[src/rtl/farbborg_scanner.sv]
`default_nettype none
// ============================================================================
// Module   : farbborg_scanner
// Brief    : Framebuffer read engine. Fetches one 64-bit word per 8 LEDs,
//            converts channel brightness into PWM bits, shifts them into the
//            serial LED drivers, latches, and sequences row select / OE.
// Revision : 1.0 - initial release
// ============================================================================
module farbborg_scanner #(
  parameter int BLANK_CYCLES = 8,
  parameter int PWM_STEPS    = 255
) (
  input  logic        i_clk,
  input  logic        i_reset,
  input  logic        i_enable,
  output logic [6:0]  o_addrb,
  input  logic [63:0] i_dob,
  output logic        o_sdata,
  output logic        o_sclk,
  output logic        o_latch,
  output logic        o_oe_n,
  output logic [3:0]  o_row_sel,
  output logic        o_frame_start
);

  localparam logic [7:0] c_blank_last = 8'(BLANK_CYCLES - 1);
  localparam logic [7:0] c_pwm_last   = 8'(PWM_STEPS - 1);

  typedef enum logic [2:0] {
    S_IDLE  = 3'd0,
    S_FETCH = 3'd1,
    S_LOAD  = 3'd2,
    S_SHIFT = 3'd3,
    S_BLANK = 3'd4,
    S_LATCH = 3'd5
  } state_t;

  state_t     r_state, w_state_nxt;
  logic [3:0] r_row,   w_row_nxt;
  logic [2:0] r_word,  w_word_nxt;
  logic [7:0] r_pwm,   w_pwm_nxt;
  logic [7:0] r_cnt,   w_cnt_nxt;     // shift phase (0..15) or blank count
  logic [6:0] r_bits,  w_bits_nxt;    // compare bits still waiting to shift
  logic [6:0] r_addrb, w_addrb_nxt;
  logic       r_sdata, w_sdata_nxt;
  logic       r_sclk,  w_sclk_nxt;
  logic       r_latch, w_latch_nxt;
  logic       r_oe_n,  w_oe_n_nxt;
  logic [3:0] r_row_sel, w_row_sel_nxt;
  logic       r_frame_start, w_frame_start_nxt;

  logic [7:0] w_cmp;
  logic       w_pwm_wrap;
  logic [7:0] w_pwm_inc;
  logic [3:0] w_row_inc;

  // One comparator per channel byte: LED is on while brightness exceeds pwm
  for (genvar k = 0; k < 8; k++) begin : g_cmp
    assign w_cmp[k] = (i_dob[8*k +: 8] > r_pwm);
  end

  // Position after the current PWM step completes
  assign w_pwm_wrap = (r_pwm == c_pwm_last);
  assign w_pwm_inc  = w_pwm_wrap ? 8'd0 : r_pwm + 8'd1;
  assign w_row_inc  = w_pwm_wrap ? r_row + 4'd1 : r_row;

  // Next-state and next-output decode; everything holds unless changed
  always_comb begin
    w_state_nxt       = r_state;
    w_row_nxt         = r_row;
    w_word_nxt        = r_word;
    w_pwm_nxt         = r_pwm;
    w_cnt_nxt         = r_cnt;
    w_bits_nxt        = r_bits;
    w_addrb_nxt       = r_addrb;
    w_sdata_nxt       = r_sdata;
    w_sclk_nxt        = r_sclk;
    w_latch_nxt       = 1'b0;
    w_oe_n_nxt        = r_oe_n;
    w_row_sel_nxt     = r_row_sel;
    w_frame_start_nxt = 1'b0;

    case (r_state)
      S_IDLE: begin
        if (i_enable) begin
          w_state_nxt       = S_FETCH;
          w_row_nxt         = 4'd0;
          w_word_nxt        = 3'd0;
          w_pwm_nxt         = 8'd0;
          w_addrb_nxt       = 7'd0;
          w_frame_start_nxt = 1'b1;
        end
      end

      // RAM samples addrb at the end of this cycle
      S_FETCH: w_state_nxt = S_LOAD;

      // dob is valid now; present the first (byte 7) bit immediately
      S_LOAD: begin
        w_bits_nxt  = w_cmp[6:0];
        w_sdata_nxt = w_cmp[7];
        w_sclk_nxt  = 1'b0;
        w_cnt_nxt   = 8'd0;
        w_state_nxt = S_SHIFT;
      end

      S_SHIFT: begin
        w_cnt_nxt = r_cnt + 8'd1;
        if (r_cnt[3:0] == 4'd15) begin
          w_sclk_nxt = 1'b0;
          w_cnt_nxt  = 8'd0;
          if (r_word != 3'd7) begin
            w_word_nxt  = r_word + 3'd1;
            w_addrb_nxt = {r_row, r_word + 3'd1};
            w_state_nxt = S_FETCH;
          end else if (r_pwm == 8'd0) begin
            // New row's first step: blank before switching row drivers
            w_oe_n_nxt    = 1'b1;
            w_row_sel_nxt = r_row;
            w_state_nxt   = S_BLANK;
          end else begin
            w_latch_nxt = 1'b1;
            w_state_nxt = S_LATCH;
          end
        end else if (r_cnt[0] == 1'b0) begin
          w_sclk_nxt = 1'b1;
        end else begin
          w_sclk_nxt  = 1'b0;
          w_sdata_nxt = r_bits[6];
          w_bits_nxt  = {r_bits[5:0], 1'b0};
        end
      end

      S_BLANK: begin
        if (r_cnt == c_blank_last) begin
          w_cnt_nxt   = 8'd0;
          w_latch_nxt = 1'b1;
          w_state_nxt = S_LATCH;
        end else begin
          w_cnt_nxt = r_cnt + 8'd1;
        end
      end

      S_LATCH: begin
        w_word_nxt = 3'd0;
        if (i_enable) begin
          w_pwm_nxt         = w_pwm_inc;
          w_row_nxt         = w_row_inc;
          w_addrb_nxt       = {w_row_inc, 3'd0};
          w_oe_n_nxt        = 1'b0;
          w_frame_start_nxt = (w_pwm_inc == 8'd0) && (w_row_inc == 4'd0);
          w_state_nxt       = S_FETCH;
        end else begin
          // Stop cleanly; a later enable restarts from the frame origin
          w_pwm_nxt   = 8'd0;
          w_row_nxt   = 4'd0;
          w_oe_n_nxt  = 1'b1;
          w_state_nxt = S_IDLE;
        end
      end

      default: w_state_nxt = S_IDLE;
    endcase
  end

  // State and registered outputs
  always_ff @(posedge i_clk) begin
    if (i_reset) begin
      r_state       <= S_IDLE;
      r_row         <= 4'd0;
      r_word        <= 3'd0;
      r_pwm         <= 8'd0;
      r_cnt         <= 8'd0;
      r_bits        <= 7'd0;
      r_addrb       <= 7'd0;
      r_sdata       <= 1'b0;
      r_sclk        <= 1'b0;
      r_latch       <= 1'b0;
      r_oe_n        <= 1'b1;
      r_row_sel     <= 4'd0;
      r_frame_start <= 1'b0;
    end else begin
      r_state       <= w_state_nxt;
      r_row         <= w_row_nxt;
      r_word        <= w_word_nxt;
      r_pwm         <= w_pwm_nxt;
      r_cnt         <= w_cnt_nxt;
      r_bits        <= w_bits_nxt;
      r_addrb       <= w_addrb_nxt;
      r_sdata       <= w_sdata_nxt;
      r_sclk        <= w_sclk_nxt;
      r_latch       <= w_latch_nxt;
      r_oe_n        <= w_oe_n_nxt;
      r_row_sel     <= w_row_sel_nxt;
      r_frame_start <= w_frame_start_nxt;
    end
  end

  assign o_addrb       = r_addrb;
  assign o_sdata       = r_sdata;
  assign o_sclk        = r_sclk;
  assign o_latch       = r_latch;
  assign o_oe_n        = r_oe_n;
  assign o_row_sel     = r_row_sel;
  assign o_frame_start = r_frame_start;

endmodule
`default_nettype wire

[config.mk]
export PLATFORM = sky130hd
export DESIGN_NAME = farbborg_scanner
export DESIGN_NICKNAME = d
export VERILOG_FILES = /design/src/rtl/farbborg_scanner.sv
export SDC_FILE = /design/constraint.sdc
export NUM_CORES = 1
export LEC_CHECK = 0
export ABC_AREA = 1
export BUFFER_PORTS_ARGS = -buffer_cell sky130_fd_sc_hd__clkbuf_2
export CORE_ASPECT_RATIO = 0.8
export CORE_MARGIN = 4
export CORE_UTILIZATION = 56
export CTS_BUF_LIST = sky130_fd_sc_hd__clkbuf_16
export CTS_CLUSTER_SIZE = 28
export DETAILED_ROUTE_END_ITERATION = 7
export MAX_ROUTING_LAYER = met4
export PLACE_DENSITY = 0.81
export REMOVE_ABC_BUFFERS = 1
export SETUP_SLACK_MARGIN = 0.15
export SYNTH_ARGS = -nofsm -noshare
export SYNTH_HDL_FRONTEND = slang
export SYNTH_SLANG_ARGS = --single-unit
[constraint.sdc]
create_clock -name i_clk -period 1.85 [get_ports i_clk]
set_input_delay 0.185 -clock i_clk [delete_from_list [all_inputs] [get_ports i_clk]]
set_output_delay 0.185 -clock i_clk [all_outputs]
set_load 0.03 [all_outputs]
==> results.cfg <==
[power_and_ir_drop]
switchingPower_mw = 1.09
p_int_mw = 2.13
power_frac_comb_pct = 30.1
power.leakage_nw = 2.52
peakVddDrop_v = 0.000525
power_mw = 3.22
cellPowerDensity_mw_per_mm2 = 592
switching_share_pct = 33.8
clock_power_share_pct = 32.8
pwr-share-seq_pct = 37.1

[logic_synthesis]
synth_top_area_share_pct = 24.2
synth_top_area_cell = dfxtp_1
yosysSeqAreaShare_pct = 24.2
synthAdderAreaFrac_pct = 22.2
syn_area_mm2 = 0.00405
synth_top_family_by_area = simple AND/OR/NAND/NOR gates
synth_xor_area_share_pct = 0
synth_edf_count = 0
syn_area_per_cell_um2 = 6.99
synth_mux_area_share_pct = 0
synth_cell_type_count = 35
synth-compound-area-share_pct = 19.4
synth-main-ff-cell = dfxtp_1
synth_async_sr_flop_share_pct = 0
synth-seq-cells = 49
synth_area_leaders = dfxtp_1 (24%), ha_1 (22%), nand2_1 (11%), a21oi_1 (9.4%), inv_1 (5.8%)
synth_simple_gate_area_share_pct = 25.7
ys_warn_count = 0
synth_cells = 580

[setup_path]
crit_start = r_pwm[0]
startpoint_type = register
r2r_cells = 9
end_kind = register
critPathArrivalTime_ns = 2.02
crit_fanout = 4
rrSetupSlack_ns = 0.04
path_class = reg2reg
required_ns = 2.06
r2r-end = o_frame_start
worstReg2RegStart = r_pwm[0]

[routing]
wl_met1_mm = 5.68
wl_met2_mm = 6.69
ant_nets = 0
dr.pass1.iters = 6
avgViaCountPerCell = 6.16
wl_mm = 14.4
drt_iter0_drc = 498
wl_met3_mm = 1.32
top_layer_used = met4
wire_per_inst_um = 18.1
drcViolationCount = 0
vias = 4913

[grt]
antenna_found_initial = 0
gr-total-overflow = 0
grt_pass1_wl_mm = 19.5
grt_max_degree = 30
track_usage_pct = 28.4
grt_pass1_vias = 4333

[timing]
slew_headroom_pct = 57.2
finalHoldViolations = 0
finalCriticalPeriod_ns = 1.81
fin_tns_setup_ns = 0
fin_crit_sh_pct = 98.0
rsz0062_at_grt = true
final_max_slew_viol_count = 0
skew_ns = 0.00598
fmax_mhz = 551
worst_slew_pin_slew_ns = 0.641
setup_violations = 0

[clocking]
numCtsBuffers = 5
path_clk_slew_ns = 0.07
cts.path.max_buffers = 2
root_buffer = clkbuf_16
cts_sinks = 49
clk_latency_ns = 0.29
cts_hold_buf = 0
cts_tree = done
h-tree-depth = 2

[min_path]
worstHoldPathCells = 3
hold_end = o_frame_start
hold_class = in2reg
worstHoldStart = i_enable

[final_layout]
diodes = 0
layout_common_cells = nand2_1 (111), clkbuf_2 (82), a21oi_1 (68)
fin_nets = 848
final_common_cell = nand2_1
layout-drive-gt1-share_pct = 31.3
syn2layout_area_growth_pct = 34.2
fillers = 476

[run]
drv_cap = 0

[place]
gp_congestion = 0.884
hpwl_mm = 8.49
port_buffers = 82

[floorplan]
start_util_pct = 58.2
core_area_mm2 = 0.00696
rows = 27
fp.dieArea_mm2 = 0.00867
die_width_um = 103
pin_count = 83
dieHeight_um = 84.1

[outcome]
status = finished, final reports clean
[logic make-up (layout without fill, tap and decap cells)]
| family | Yosys count | after routing |
|---|---|---|
| buffers and inverters | 83 | 212 |
| flip-flops | 49 | 49 |
| AO/OA/AOI/OAI | 144 | 145 |
| AND/OR/NAND/NOR | 232 | 232 |
| adder cells (fa/ha/maj) | 72 | 72 |
[layout make-up]
class	count	area [um^2]	share of cell area, %
Inverter	70	287	5.27
Timing Repair Buffer	133	865	15.9
Clock inverter	3	41.3	0.759
Sequential cell	49	1000	18.4
Multi-Input combinational cell	449	3000	55.2
Timing Repair inverter	1	7.51	0.138
Tap cell	87	109	2.00
Clock buffer	5	125	2.30
[registers in the layout, summed over array words and instances (netlist names)]
register,flops
o_sclk,1
o_row_sel,4
o_oe_n,1
o_latch,1
o_addrb,7
o_frame_start,1
o_sdata,1
r_cnt,8
r_word,3
r_bits,7
r_state,3
r_row,4
r_pwm,8
[timing repair]
action	in CTS	in global routing
resized for setup	23	67
pin swaps	0	37
buffers inserted	12	23
cloned	1	1
setup endpoints to repair	16	33
[worst max-delay path by stage]
| stage | to | slack [ns] |
|---|---|---|
| detailed placement | r_bits[3] | 0.01 |
| floorplan | o_frame_start | 0.12 |
| CTS | r_bits[6] | 0.15 |
| global placement | r_bits[6] | 0.14 |
| finish | o_frame_start | 0.04 |
| global route | o_frame_start | -0.06 |
[power groups by stage]
stage | Sequential, mW | Clock, mW | Combinational [mW]
after floorplan | 1.27 | 0 | 0.461
after global placement | 1.20 | 0 | 0.765
after detailed placement | 1.21 | 0 | 0.801
after CTS | 1.18 | 1.06 | 0.822
after global routing | 1.20 | 1.10 | 1.05
final | 1.19 | 1.05 | 0.969
[synth_stat cells, types with 4 or more instances]
cell type,count
nand2_1,117
a21oi_1,76
ha_1,72
inv_1,63
nor2_1,50
dfxtp_1,49
o21ai_0,42
nand3_1,27
nand4_1,14
a31oi_1,7
o21a_1,7
inv_2,6
nand2_2,6
clkbuf_1,5
buf_2,4
nor2_4,4
o22ai_1,4
[routing by layer]
metal	vias to the layer above	track usage (%)
met2	334	47.2
met1	2255	36.4
met5	-	-
li1	2228	-
met3	96	3.93
met4	0	6.47
[through the flow]
step           cells  worst slack (ns)  util, %  hold WS, ns  area [um^2]
2_1_floorplan    567             0.122        -        0.247         3980
3_3_place_gp     752             0.138     66.5        0.454         4630
3_5_place_dp     752            0.0119     66.5        0.462         4630
4_1_cts          773             0.146     71.5        0.230         4980
5_1_grt          797           -0.0613     78.1        0.332         5440
6_report         797            0.0365     78.1        0.319         5440
[critical path, cell delays in order, from the launching register on]
cell and delay (ns):
dfxtp_2 0.33, inv_1 0.07, buf_4 0.15, nor2_1 0.29, nand4_1 0.27, nand3_1 0.18, nand2_1 0.06, nor2_1 0.12
nand2_1 0.07, a21oi_1 0.18
Power figures use the tool's default switching activity.
